==> config.mk <==
export PLATFORM = sky130hd
export DESIGN_NAME = bit_serial_logic_seq_flat
export DESIGN_NICKNAME = d
export VERILOG_FILES = /design/src/rtl/bit_serial_logic_seq_if.sv /design/src/rtl/bit_serial_logic_seq.sv /design/src/flat_wrapper.sv
export SDC_FILE = /design/constraint.sdc
export NUM_CORES = 1
export LEC_CHECK = 0
export CAP_MARGIN = 10
export CORE_MARGIN = 10
export CORE_UTILIZATION = 35
export DETAILED_ROUTE_END_ITERATION = 6
export GPL_TIMING_DRIVEN = 0
export PLACE_DENSITY = 0.57
export REMOVE_ABC_BUFFERS = 1
export SLEW_MARGIN = 20
export SYNTH_ARGS = -nofsm -noshare
export SYNTH_HDL_FRONTEND = slang
export SYNTH_SLANG_ARGS = --single-unit
==> constraint.sdc <==
create_clock -name clk -period 3.5 [get_ports clk]
set_clock_uncertainty 0.1 [all_clocks]
set_input_delay 0.525 -clock clk [delete_from_list [all_inputs] [get_ports clk]]
set_output_delay 0.525 -clock clk [all_outputs]
set_load 0.02 [all_outputs]
==> src/rtl/bit_serial_logic_seq_if.sv <==
`default_nettype none
// ============================================================================
// Module   : bit_serial_logic_seq_if
// Brief    : Request/response bundle for the bit-serial logic sequencer.
// Revision : 1.0 - initial release
// ============================================================================
interface bit_serial_logic_seq_if #(
    parameter int WIDTH = 16
);
    logic             start;
    logic [1:0]       op;
    logic [WIDTH-1:0] a;
    logic [WIDTH-1:0] b;
    logic             busy;
    logic             done;
    logic [WIDTH-1:0] result;
    logic             zero;

    modport master (
        output start, op, a, b,
        input  busy, done, result, zero
    );

    modport slave (
        input  start, op, a, b,
        output busy, done, result, zero
    );
endinterface
`default_nettype wire

==> src/rtl/bit_serial_logic_seq.sv <==
`default_nettype none
// ============================================================================
// Module   : bit_serial_logic_seq
// Brief    : Applies one 2-input gate to WIDTH-bit operands, one bit per clock,
//            LSB first, with a start/busy/done handshake.
// Revision : 1.0 - initial release
// ============================================================================
module bit_serial_logic_seq #(
    parameter int WIDTH = 16
) (
    input  wire                   clk,
    input  wire                   rst,
    bit_serial_logic_seq_if.slave bus
);
    localparam int CW = (WIDTH > 1) ? $clog2(WIDTH) : 1;
    localparam logic [CW-1:0] c_last_idx = CW'(WIDTH - 1);

    typedef enum logic [1:0] {
        S_IDLE = 2'd0,
        S_RUN  = 2'd1,
        S_DONE = 2'd2
    } state_t;

    state_t           state_q, state_d;
    logic [CW-1:0]    cnt_q, cnt_d;
    logic [WIDTH-1:0] a_q, a_d;
    logic [WIDTH-1:0] b_q, b_d;
    logic [1:0]       op_q, op_d;
    logic [WIDTH-1:0] acc_q, acc_d;
    logic [WIDTH-1:0] result_q, result_d;
    logic             zero_q, zero_d;

    logic             w_bit;
    logic [WIDTH-1:0] w_acc_next;

    always_comb begin
        case (op_q)
            2'b00:   w_bit = a_q[cnt_q] ^ b_q[cnt_q];
            2'b01:   w_bit = a_q[cnt_q] & b_q[cnt_q];
            2'b10:   w_bit = a_q[cnt_q] | b_q[cnt_q];
            default: w_bit = ~(a_q[cnt_q] ^ b_q[cnt_q]);
        endcase
        w_acc_next        = acc_q;
        w_acc_next[cnt_q] = w_bit;
    end

    always_comb begin
        state_d  = state_q;
        cnt_d    = cnt_q;
        a_d      = a_q;
        b_d      = b_q;
        op_d     = op_q;
        acc_d    = acc_q;
        result_d = result_q;
        zero_d   = zero_q;

        case (state_q)
            S_IDLE: begin
                // Operands are captured here so later input changes cannot leak in
                if (bus.start) begin
                    a_d     = bus.a;
                    b_d     = bus.b;
                    op_d    = bus.op;
                    cnt_d   = '0;
                    acc_d   = '0;
                    state_d = S_RUN;
                end
            end
            S_RUN: begin
                acc_d = w_acc_next;
                if (cnt_q == c_last_idx) begin
                    cnt_d    = '0;
                    result_d = w_acc_next;
                    zero_d   = (w_acc_next == '0);
                    state_d  = S_DONE;
                end else begin
                    cnt_d = cnt_q + 1'b1;
                end
            end
            S_DONE: begin
                state_d = S_IDLE;
            end
            default: begin
                state_d = S_IDLE;
            end
        endcase
    end

    always_ff @(posedge clk) begin
        if (rst) begin
            state_q  <= S_IDLE;
            cnt_q    <= '0;
            a_q      <= '0;
            b_q      <= '0;
            op_q     <= 2'b00;
            acc_q    <= '0;
            result_q <= '0;
            zero_q   <= 1'b0;
        end else begin
            state_q  <= state_d;
            cnt_q    <= cnt_d;
            a_q      <= a_d;
            b_q      <= b_d;
            op_q     <= op_d;
            acc_q    <= acc_d;
            result_q <= result_d;
            zero_q   <= zero_d;
        end
    end

    assign bus.busy   = (state_q == S_RUN);
    assign bus.done   = (state_q == S_DONE);
    assign bus.result = result_q;
    assign bus.zero   = zero_q;
endmodule
`default_nettype wire

==> src/flat_wrapper.sv <==
// flat-port wrapper written by rule: the top's interface ports become plain ports
module bit_serial_logic_seq_flat 
#(
    parameter int WIDTH = 16
)
  (clk, rst, bus_start, bus_op, bus_a, bus_b, bus_busy, bus_done, bus_result, bus_zero);
  bit_serial_logic_seq_if #(.WIDTH(WIDTH)) bus_i ();
  input  wire clk;
  input  wire rst;
  input wire logic [$bits(bus_i.start)-1:0] bus_start;
  input wire logic [$bits(bus_i.op)-1:0] bus_op;
  input wire logic [$bits(bus_i.a)-1:0] bus_a;
  input wire logic [$bits(bus_i.b)-1:0] bus_b;
  output wire logic [$bits(bus_i.busy)-1:0] bus_busy;
  output wire logic [$bits(bus_i.done)-1:0] bus_done;
  output wire logic [$bits(bus_i.result)-1:0] bus_result;
  output wire logic [$bits(bus_i.zero)-1:0] bus_zero;
  assign bus_i.start = bus_start;
  assign bus_i.op = bus_op;
  assign bus_i.a = bus_a;
  assign bus_i.b = bus_b;
  assign bus_busy = bus_i.busy;
  assign bus_done = bus_i.done;
  assign bus_result = bus_i.result;
  assign bus_zero = bus_i.zero;
  bit_serial_logic_seq #(.WIDTH(WIDTH)) u_core (.clk(clk), .rst(rst), .bus(bus_i));
endmodule
# Yosys cells after proc, flatten, opt, wreduce, memory -nomap -nowiden
# Cells that the tools add are included.
dict set report totals {
  ff_bits 73
  latchBits 0
  mem_bits_rw 0
  romBits 0
  input_bits 37
  out_inout_bits 19
  wordCells 47
  n_memories 0
}
dict set report op_classes {
  n_addsub 1
  mul 0
  div 0
  n_lt_le_gt_ge 2
  n_eq_ne 7
  shift 0
  n_mux 16
  bitwise_logic 4
  reduce_logical 9
}
# operator n
set op_table {}
lappend op_table {{$pmux W16 S2} 1}
lappend op_table {{$bwmux W16} 1}
lappend op_table {{$logic_not A16 Y1} 1}
lappend op_table {{$mux W16} 1}
lappend op_table {{$bmux W1 S4} 2}
lappend op_table {{$mux W4} 2}
lappend op_table {{$pmux W4 S2} 1}
lappend op_table {{$reduce_and A2 Y1} 4}
lappend op_table {{$lt A4 B5 Y1 const B} 1}
lappend op_table {{$add A4 B1 Y4 const B} 1}
lappend op_table {{$demux W1 S4} 1}
lappend op_table {{$eq A2 B1 Y1 const B} 2}
lappend op_table {{$eq A2 B2 Y1 const B} 2}
lappend op_table {{$eq A4 B4 Y1 const B} 1}
lappend op_table {{$ge A4 B1 Y1 const B} 1}
lappend op_table {{$logic_not A2 Y1} 2}
lappend op_table {{$mux W2} 2}
lappend op_table {{$pmux W2 S2} 1}
lappend op_table {{$mux W1} 3}
lappend op_table {{$pmux W1 S3} 1}
lappend op_table {{$ne A2 B1 Y1 const B} 1}
lappend op_table {{$ne A2 B2 Y1 const B} 1}
lappend op_table {{$reduce_bool A2 Y1} 1}
lappend op_table {{$and A1 B1 Y1} 1}
lappend op_table {{other kinds (4)} 4}

# Depth between registers and ports, before layout
dict set report logic_depth {
  word_depth 7
  ltp_mapped 11
}

# Least setup slack after synthesis
# No wires, ideal clock.
dict set report synth_path {
  path_type {register to register}
  startpoint {register u_core.cnt_q[0]}
  endpoint {register u_core.acc_q[10]}
  setup_time_ns 0.070
  t_arrival_ns 2.917
  required_time_ns 3.330
  path_slack_ns 0.412
  path_stages_with_launch 12
  synth_period_minus_slack_ns 3.088
  cell_sequence {dfxtp_1 -> buf_6 -> mux4_1 -> mux4_2 -> inv_2 -> ha_1 -> mux2_2 -> mux2i_4 -> buf_2 -> mux2_2 -> nand2_1 -> a21oi_1}
}
dict set report synth_via {
  elab_chain_len 7
  word_cells_on_any_way 16
  cone_classes {2 x order compare; 9 x mux; 4 x bitwise; 1 x reduce/logical}
}
# element line_no
set synth_lines {}
lappend synth_lines {{start: declaration} bit_serial_logic_seq.sv:25} ;# logic [CW-1:0] cnt_q, cnt_d;
lappend synth_lines {{start signal: assignment} bit_serial_logic_seq.sv:101} ;# cnt_q <= cnt_d;
lappend synth_lines {{$bmux W1 S4} -}
lappend synth_lines {{$mux W1 (implied by the code)} -}
lappend synth_lines {{$xor A1 B1 Y1} {bit_serial_logic_seq.sv:38, bit_serial_logic_seq.sv:41}}
lappend synth_lines {{$not A1 Y1} bit_serial_logic_seq.sv:41} ;# default: w_bit = ~(a_q[cnt_q] ^ b_q[cnt_q]);
lappend synth_lines {{$pmux W1 S3} bit_serial_logic_seq.sv:37} ;# case (op_q)
lappend synth_lines {{$bwmux W16 (*)} bit_serial_logic_seq.sv:44} ;# w_acc_next[cnt_q] = w_bit;
lappend synth_lines {{$pmux W16 S2 (*)} bit_serial_logic_seq.sv:57} ;# case (state_q)
lappend synth_lines {{end signal: assignment} bit_serial_logic_seq.sv:96} ;# acc_q <= '0;
lappend synth_lines {{end signal: assignment} bit_serial_logic_seq.sv:105} ;# acc_q <= acc_d;
lappend synth_lines {{end: declaration} bit_serial_logic_seq.sv:29} ;# logic [WIDTH-1:0] acc_q, acc_d;
# Every way passes the cells marked *; elsewhere a longest branch is shown, timed or not. The select of a mux whose other input is x is not followed.
# A chain may end at the register's enable or synchronous reset.

# Final worst setup path
dict set report layout_path {
  startpoint {register u_core.cnt_q[0]}
  endpoint {register u_core.zero_q, in the netlist u_core.bus.zero}
}
dict set report layout_via {
  elab_chain_len 7
  word_cells_on_any_way 18
  cone_classes {2 x order compare; 1 x eq/ne; 8 x mux; 4 x bitwise; 3 x reduce/logical}
}
# element line_no
set layout_lines {}
lappend layout_lines {{$bmux W1 S4} -}
lappend layout_lines {{$mux W1 (implied by the code)} -}
lappend layout_lines {{$xor A1 B1 Y1} {bit_serial_logic_seq.sv:38, bit_serial_logic_seq.sv:41}}
lappend layout_lines {{$not A1 Y1} bit_serial_logic_seq.sv:41}
lappend layout_lines {{$pmux W1 S3} bit_serial_logic_seq.sv:37}
lappend layout_lines {{$bwmux W16} bit_serial_logic_seq.sv:44}
lappend layout_lines {{$logic_not A16 Y1} bit_serial_logic_seq.sv:74} ;# zero_d = (w_acc_next == '0);
lappend layout_lines {{end signal: assignment} bit_serial_logic_seq.sv:107} ;# zero_q <= zero_d;
lappend layout_lines {{end: declaration} bit_serial_logic_seq.sv:31} ;# logic zero_q, zero_d;
# Parallel ways exist; a longest one is shown, timed or not. The select of a mux whose other input is x is not followed.

==> results.md <==
* P_int at 1.242 mW
* Vias in the first global route at 3,055
* Status: completed
* Clock transition at path regs at 0.08 ns
* Die Span Y at 120.8 um
* Post-Layout Inst Area at 4370 um2
* Crit path launch type: flop
* Syn Std Cell Area at 3557 um2
* Row count at 36
* Dominant cell type by area after synthesis: dfxtp_1
* Critical setup path kind: flop to flop
* GR Util met2 at 20.01%
* Crit-path slowest cell: mux4_1
* Power per cell area at 389.4 nW/um2
* CTS buffer count at 9
* Fin crit share at 93.60%
* Final #Nets at 517
* GR Layer Usage met3 at 2.885%
* CTS max path bufs at 2
* Drt wl/cell at 14.05 um
* WHS at 0.3532 ns
* Syn avg cell area at 8.159 um2
* Worst Tran Pin Value at 0.8915 ns
* DRC errors left at 0
* Clock root buffer: clkbuf_8
* Worst Hold Class: flop to flop
* Total grt overflow at 0
* DRT antenna net count at 0
* RSZ-0062 raised after global routing: no
* Peak VDD IR at 0.1349 mV
* GPL Wtd Cong at 0.7822
* Routed vias at 3,031
* WP data required at 3.69 ns
* Number of synthesized flops with an enable pin at 0
* Worst-Skew Late Latency at 0.35 ns
* Via density at 4.953
* I/O Buffers at 55
* Largest net degree at the start of global routing at 73
* GRT Total Usage at 12.16%
* CTS tree: yes
* I/O pins at 56
* Initial core utilization at 36.23%
* Initial antenna violation count at 0
* Buffers & Inverters on Critical Path at 1
* Core Box Area at 9819 um2
* Post-layout min period at 3.276 ns
* Most Crowded Layer GR: met2
* Crit-path max cell delay at 0.60 ns
* Share of the synthesized area in the top cell type at 41.08%
* P&R area growth vs syn at 22.86%
* WL final at 8599 um
* Max-cap violations at 0
* Most common cell after layout, fill and taps aside: nand2_1
* Netlist cell types at 43
* Maximum fanout along the worst path at 14
* Number of clock sinks at 73
* Power Total at 1.702 mW
* CP top delay family: multiplexers
* Async set-reset flop share out of synthesis at 0%
* First-pass GRT wire length at 14,750 um
* Most frequent cells in the layout: nand2_1, dfxtp_1, a21oi_1
* Comb pwr share at 12.9%
* Register area share after synthesis at 41.08%
* Fmax at 305.3 MHz
* Sequential Power Share at 51.5%
* Met1 Resource Use GR at 15.13%
* DRT iter0 DRCs at 170
* Mapped Cells at 436
* Max-slew violations at 0
* Die area at 14,600 um2
* CTS Hold Bufs at 0
* Drt first pass iters at 4
* Clk pwr share at 35.6%
* Ant. Diodes at 0
* Hpwl dp at 5809 um
* CP arrival at 3.47 ns
* Leakage at 1.550 nW
* Critical-path cell list: mux4_1 -> mux4_2 -> inv_2 -> ha_1 -> mux2i_1 -> mux2i_4 -> a2111oi_0 -> and4_1 -> a32o_1
* Layout cell share with drive strength beyond 1 at 8.977%
* # setup viols final at 0
* DP Area at 4163 um2
* Top cells by area, synth: dfxtp_1, nand2_1, a21oi_1, mux4_1, nor2_1
* Die width at 120.8 um
* Slew Limit Headroom at 40.57%
* Net switching fraction of the power at 27.04%
* Flops & latches, synth at 73
* Critical Path Sink Type: flop
* Warning count from the yosys run at 0
* Sw Pwr at 0.4602 mW
* H-tree Lvls at 3
* Final Hold Fails at 0
* Primary FF master, synth: dfxtp_1
## final timing paths
check	startpoint	end	slack (ns)	cells past startpoint
max	u_core.cnt_q[0]	u_core.bus.zero	0.22	9
min	u_core.a_q[11]	u_core.a_q[11]	0.35	2
max reg2reg	u_core.cnt_q[0]	u_core.bus.zero	0.22	9
min reg2reg	u_core.a_q[11]	u_core.a_q[11]	0.35	2
## routing by layer
layer,up-vias,part of all wire [%],wire length (um)
li1,1582,-,-
met1,1390,48,4155
met2,50,47,3999
met3,9,4.2,363
met4,0,0.94,81
met5,-,0,0
## power groups by stage
stage | clock network (mW) | registers [mW] | logic, mW
final | 0.606 | 0.876 | 0.219
after global routing | 0.658 | 0.880 | 0.245
after CTS | 0.630 | 0.877 | 0.220
after detailed placement | 0 | 0.897 | 0.211
after global placement | 0 | 0.896 | 0.207
after floorplan | 0 | 0.890 | 0.119
## area by class of cell
class                      instances  area (um2)
tap                              133       166.4
sequential                        73        1465
timing repair buffer              61       600.6
fill                            1063        5449
multi-input combinational        318        1917
clock buffer                      11       141.4
inverter                          11       41.29
clock inverter                     5       38.79
## synthesized netlist by cell type (all sizes together) (4+ instances only)
| library cell | number |
|---|---|
| a211oi | 8 |
| a21oi | 58 |
| a22oi | 9 |
| and2 | 7 |
| and3 | 4 |
| buf | 9 |
| clkbuf | 25 |
| dfxtp | 73 |
| ha | 6 |
| inv | 11 |
| mux2 | 7 |
| mux2i | 11 |
| mux4 | 10 |
| nand2 | 99 |
| nand3 | 11 |
| nor2 | 41 |
| nor2b | 4 |
| nor3 | 6 |
| o21ai | 12 |
## registers in the layout (all words and copies together) (netlist names)
register and cells:
u_core.acc_q 16, u_core.b_q 16, u_core.state_q 2, u_core.bus.zero 1
u_core.bus.result 16, u_core.op_q 2, u_core.cnt_q 4, u_core.a_q 16
## per-stage QoR
step | util, % | setup slack [ns] | std cells | setup TNS [ns]
after floorplan | - | 0.1739 | 402 | 0
after global routing | 44.51 | 0.06657 | 612 | 0
after global placement | 42.04 | -1.248 | 590 | -41.92
final | 44.51 | 0.2242 | 612 | 0
after CTS | 44.47 | 0.03705 | 612 | 0
after detailed placement | 42.39 | -0.4772 | 593 | -8.642
## repair_timing
item,in CTS,in global routing
endpoints found under the setup margin,32,10
setup buffers,3,0
gates resized for setup,1,2
pin swaps,0,0
## tightest hold or removal path: stages, from the launching register on
cell and delay, ns:
dfxtp_1 0.31, nand2_1 0.05, a21oi_1 0.05
## kinds of logic after synthesis
kind of cell / Yosys count / share of synthesized area, %
AND/OR/NAND/NOR: 183 / 22.12
AO/OA/AOI/OAI: 101 / 16.78
flip-flops: 73 / 41.08
buffers and inverters: 45 / 5.276
multiplexers: 28 / 12.63
adder cells (fa/ha/maj): 6 / 2.110
Power figures use the tool's default switching activity.
==> patch 1: new RTL, config.mk and constraints unchanged <==
Take the reset off `a_q`, `b_q` and `result_q` and load them in a clocked block of their own.
--- a/src/rtl/bit_serial_logic_seq.sv
+++ b/src/rtl/bit_serial_logic_seq.sv
@@ -90,22 +90,22 @@
         if (rst) begin
             state_q  <= S_IDLE;
             cnt_q    <= '0;
-            a_q      <= '0;
-            b_q      <= '0;
             op_q     <= 2'b00;
             acc_q    <= '0;
-            result_q <= '0;
             zero_q   <= 1'b0;
         end else begin
             state_q  <= state_d;
             cnt_q    <= cnt_d;
-            a_q      <= a_d;
-            b_q      <= b_d;
             op_q     <= op_d;
             acc_q    <= acc_d;
-            result_q <= result_d;
             zero_q   <= zero_d;
         end
+    end
+
+    always_ff @(posedge clk) begin
+        a_q      <= a_d;
+        b_q      <= b_d;
+        result_q <= result_d;
     end
 
     assign bus.busy   = (state_q == S_RUN);
Behaviour: no difference found for any inputs over 10 cycles, from zero or initial values and one cycle with rst high; that may be too few to reach the edited logic, so the function may still have changed.
==> patch 1 against the original RTL <==
  * First-iteration DRC count fell by 32%
  * Synthesized area is 11% lower
  * Power up 5.1%
  * Design area fell by 8.0%
  * Critical path depth grew 1
  * Routed wire length shrank 21%
  * Worst setup slack better by 47 ps
  * Sequential cell count unchanged
  * Highest routed layer unchanged
==> patch 1: results (changes against the original RTL) <==
status:
  status: "finished clean"  # unchanged
pwr:
  p_sw_share_pct: 23.0  # was 27.0%
  finalPower_mw: 1.79  # was 1.70 mW
  vdd_drop_max_mv: 0.187  # was 0.135 mV
  p_leak_nw: 1.37  # was 1.55 nW
  powerClk_mw: 0.653  # was 0.606 mW
  seqPwrFrac_pct: 53.8  # was 51.5%
grt:
  grt_max_degree: 35  # was 73
  use_met1_pct: 12.4  # was 15.1%
  grt.met3_usage_pct: 4.74  # was 2.89%
  grt_use_total_pct: 10.8  # was 12.2%
  grt_use_met2_pct: 16.9  # was 20.0%
  grt_pass1_wl_um: 11200  # was 14700 µm
routing:
  dr.pass1.iters: 5  # was 4
  wl_met2_um: 3240  # was 4000 µm
  route.met3.wl_um: 594  # was 363 µm
cells_and_area:
  inv_count: 9  # was 11
  sh_seq_area_pct: 48.4  # was 33.5%
  n_all_buffers: 57  # was 61
  bufAreaShareNonClock_pct: 14.3  # was 13.7%
  fin_cells: 425  # was 612
  clock_cell_area_share_pct: 4.85  # was 4.12%
  final.fill_count: 826  # was 1063
  post-route-util_pct: 45.9  # was 44.5%
  nets: 355  # was 517
  multi_input_area_um2: 1130  # was 1920 µm²
place:
  dp_cells: 409  # was 593
  dp_slack_ps: -238  # was -477 ps
  dp_hpwl_um: 4650  # was 5810 µm
logic_synthesis:
  syn_avg_cell_area_um2: 12.2  # was 8.16 µm²
  synth_edf_count: 48  # was 0
  synth_area_leaders: "edfxtp_1 46%, dfxtp_1 16%, mux4_1 5.0%"  # was dfxtp_1 41%, nand2_1 10%, a21oi_1 8.2%
  seq_area_frac_synth_pct: 61.4  # was 41.1%
  yosys-top-cells-count: "48 x edfxtp_1, 35 x nand2_1, 25 x dfxtp_1"  # was 99 x nand2_1, 73 x dfxtp_1, 58 x a21oi_1
  synth_cell_type_count: 36  # was 43
clock_network:
  post_cts_buffers: 0  # was 3
timing:
  worst_pin_slew_ps: 1040  # was 891 ps
floorplanning:
  placementRows: 34  # was 36
critical_path:
  crit_arrival_ps: 3340  # was 3470 ps
patch 1: cell types whose count changed in the layout (fill, tap and decap cells not counted), sizes merged, moves of 7 or more:
cell,change
nand2,-64
dfxtp,-48
edfxtp,+48
a21oi,-40
nor2,-23
a211oi,-8
a22oi,-7
and2,-7
mux2i,-7
patch 1: kinds of logic (layout without fill, tap and decap cells):
logic type	after synthesis	in the layout	synth area share (%)
AND/OR/NAND/NOR	83	83	11.9
flip-flops	73	73	61.4
AO/OA/AOI/OAI	58	58	11.6
buffers and inverters	24	82	3.21
multiplexers	15	15	9.46
adder cells (fa/ha/maj)	6	6	2.37
patch 1: path summary, 6_finish.rpt:
path	startpoint	endpoint	slack, ps	cells after the start
min reg2reg	u_core.acc_q[13]	u_core.acc_q[13]	370	2
max	u_core.cnt_q[0]	u_core.acc_q[6]	270	10
min	u_core.acc_q[13]	u_core.acc_q[13]	370	2
max reg2reg	u_core.cnt_q[0]	u_core.acc_q[6]	270	10
==> patch 2: new RTL, config.mk and constraints unchanged <==
Without the edit above. `WIDTH` is set to 16 in 3 places; all go to 8.
--- a/src/rtl/bit_serial_logic_seq_if.sv
+++ b/src/rtl/bit_serial_logic_seq_if.sv
@@ -5,7 +5,7 @@
 // Revision : 1.0 - initial release
 // ============================================================================
 interface bit_serial_logic_seq_if #(
-    parameter int WIDTH = 16
+    parameter int WIDTH = 8
 );
     logic             start;
     logic [1:0]       op;
--- a/src/rtl/bit_serial_logic_seq.sv
+++ b/src/rtl/bit_serial_logic_seq.sv
@@ -6,7 +6,7 @@
 // Revision : 1.0 - initial release
 // ============================================================================
 module bit_serial_logic_seq #(
-    parameter int WIDTH = 16
+    parameter int WIDTH = 8
 ) (
     input  wire                   clk,
     input  wire                   rst,
--- a/src/flat_wrapper.sv
+++ b/src/flat_wrapper.sv
@@ -1,7 +1,7 @@
 // flat-port wrapper written by rule: the top's interface ports become plain ports
 module bit_serial_logic_seq_flat 
 #(
-    parameter int WIDTH = 16
+    parameter int WIDTH = 8
 )
   (clk, rst, bus_start, bus_op, bus_a, bus_b, bus_busy, bus_done, bus_result, bus_zero);
   bit_serial_logic_seq_if #(.WIDTH(WIDTH)) bus_i ();
Interface: changed (resized bus_a, bus_b and bus_result); port bits go from 56 to 32. The function was not compared with the original's and may differ.
==> patch 2 against the original RTL <==
  * Power shrank 43%
  * Routed wire length shrank 52%
  * Worst setup slack better by 26 ps
  * Sequential cell count down 33
  * First-iteration DRC count is 45% lower
  * Count of clock-buffer cells in the layout fell by 5
  * Non-clock buffer count fell by 30
  * Design area decreased by 47%
  * Synthesized area down 48%
  * Critical path type unchanged
  * Largest cell class unchanged
  * Highest routed layer unchanged
==> patch 2: results (changes against the original RTL) <==
grt:
  grt_use_total_pct: 10.0  # was 12.2%
  grt_max_degree: 41  # was 73
  grt_pass1_wl_um: 7230  # was 14700 µm
timing:
  max_slew_margin_pct: 44.1  # was 40.6%
  whs_ps: 354  # was 353 ps
pwr:
  vdd_drop_max_mv: 0.136  # was 0.135 mV
  power_frac_clock_pct: 38.2  # was 35.6%
  powerClk_mw: 0.370  # was 0.606 mW
  p_sw_mw: 0.232  # was 0.460 mW
  combPwrFrac_pct: 11.7  # was 12.9%
  p_leak_nw: 0.806  # was 1.55 nW
worst_hold_path:
  min_to: "u_core.bus.result[7]"  # was u_core.a_q[11]
  min_from: "u_core.bus.result[7]"  # was u_core.a_q[11]
  min_path_type: "flip-flop to flip-flop"  # unchanged
logic_synthesis:
  synth_area_leaders: "dfxtp_1 43%, nand2_1 12%, a21oi_1 8.1%"  # was dfxtp_1 41%, nand2_1 10%, a21oi_1 8.2%
  synthMuxAreaShare_pct: 9.06  # was 12.6%
  synth_cell_type_count: 37  # was 43
  yosys-top-cells-count: "58 x nand2_1, 40 x dfxtp_1, 30 x a21oi_1"  # was 99 x nand2_1, 73 x dfxtp_1, 58 x a21oi_1
  synth-compound-area-share_pct: 17.1  # was 16.8%
cells_and_area:
  n_all_buffers: 31  # was 61
  fin_cells: 324  # was 612
  multi_input_cells: 171  # was 318
  bufAreaShareNonClock_pct: 13.3  # was 13.7%
  drive_above_1_share_pct: 7.09  # was 8.98%
  clock_cell_area_share_pct: 4.67  # was 4.12%
  clock_buffers: 6  # was 11
  inv_count: 4  # was 11
  sh_seq_area_pct: 34.8  # was 33.5%
  multi_input_area_share_pct: 42.8  # was 43.9%
  nets: 278  # was 517
  post-route-util_pct: 45.1  # was 44.5%
  final.fill_count: 564  # was 1063
status:
  status: "finished clean"  # unchanged
clock_network:
  clk_pin_slew_ps: 70
  cts_buffers: 5  # was 9
  post_cts_buffers: 0  # was 3
  htreeDepth: 2  # was 3
  ctsResizeCount: 0  # was 1
floorplanning:
  dieArea_um2: 8600  # was 14600 µm²
  core_um2: 5110  # was 9820 µm²
place:
  gp_congestion: 0.731  # was 0.782
  dp_slack_ps: 219  # was -477 ps
  dp_hpwl_um: 2830  # was 5810 µm
  place.port_buffers: 31  # was 55
critical_path:
  path_max_fanout: 17  # was 14
  cpPeakStageDelay_ps: 760  # was 600 ps
  crit_arrival_ps: 3370  # was 3470 ps
  reg2reg_from: "u_core.cnt_q[1]"  # was u_core.cnt_q[0]
  r2r_slack_ps: 250  # was 220 ps
  r2r_cells: 8  # was 9
routing:
  dr.first_iter.drc_count: 93  # was 170
  viasPerCell: 4.89  # was 4.95
  wirelength_um: 4150  # was 8600 µm
==> patch 2: critical path: cells and delay by family (launching register included) <==
family | cells | cell delay [ps]
AOI/OAI and AO/OA | 2 | 260
adders and majority gates | 1 | 290
DFF | 1 | 760
muxes | 4 | 1250
and+or+nand+nor | 1 | 520
==> patch 2: worst max path at each step <==
| stage | startpoint | to | slack, ps | cells after the start |
|---|---|---|---|---|
| finish | u_core.cnt_q[1] | u_core.bus.zero | 250 | 8 |
| global route | u_core.cnt_q[1] | u_core.bus.zero | 20 | 8 |
| CTS | u_core.cnt_q[1] | u_core.bus.zero | 210 | 8 |
| detailed placement | u_core.cnt_q[1] | u_core.bus.zero | 220 | 8 |
| global placement | u_core.cnt_q[1] | u_core.bus.zero | 220 | 8 |
| floorplan | u_core.cnt_q[1] | u_core.bus.zero | 670 | 8 |
==> patch 2: routing by layer <==
layer,up-vias,share of wire [%],GRT usage (%)
li1,831,-,-
met1,728,48,12.5
met2,18,46,15.9
met3,7,4.1,2.99
met4,0,1.5,3.47
met5,-,0,0
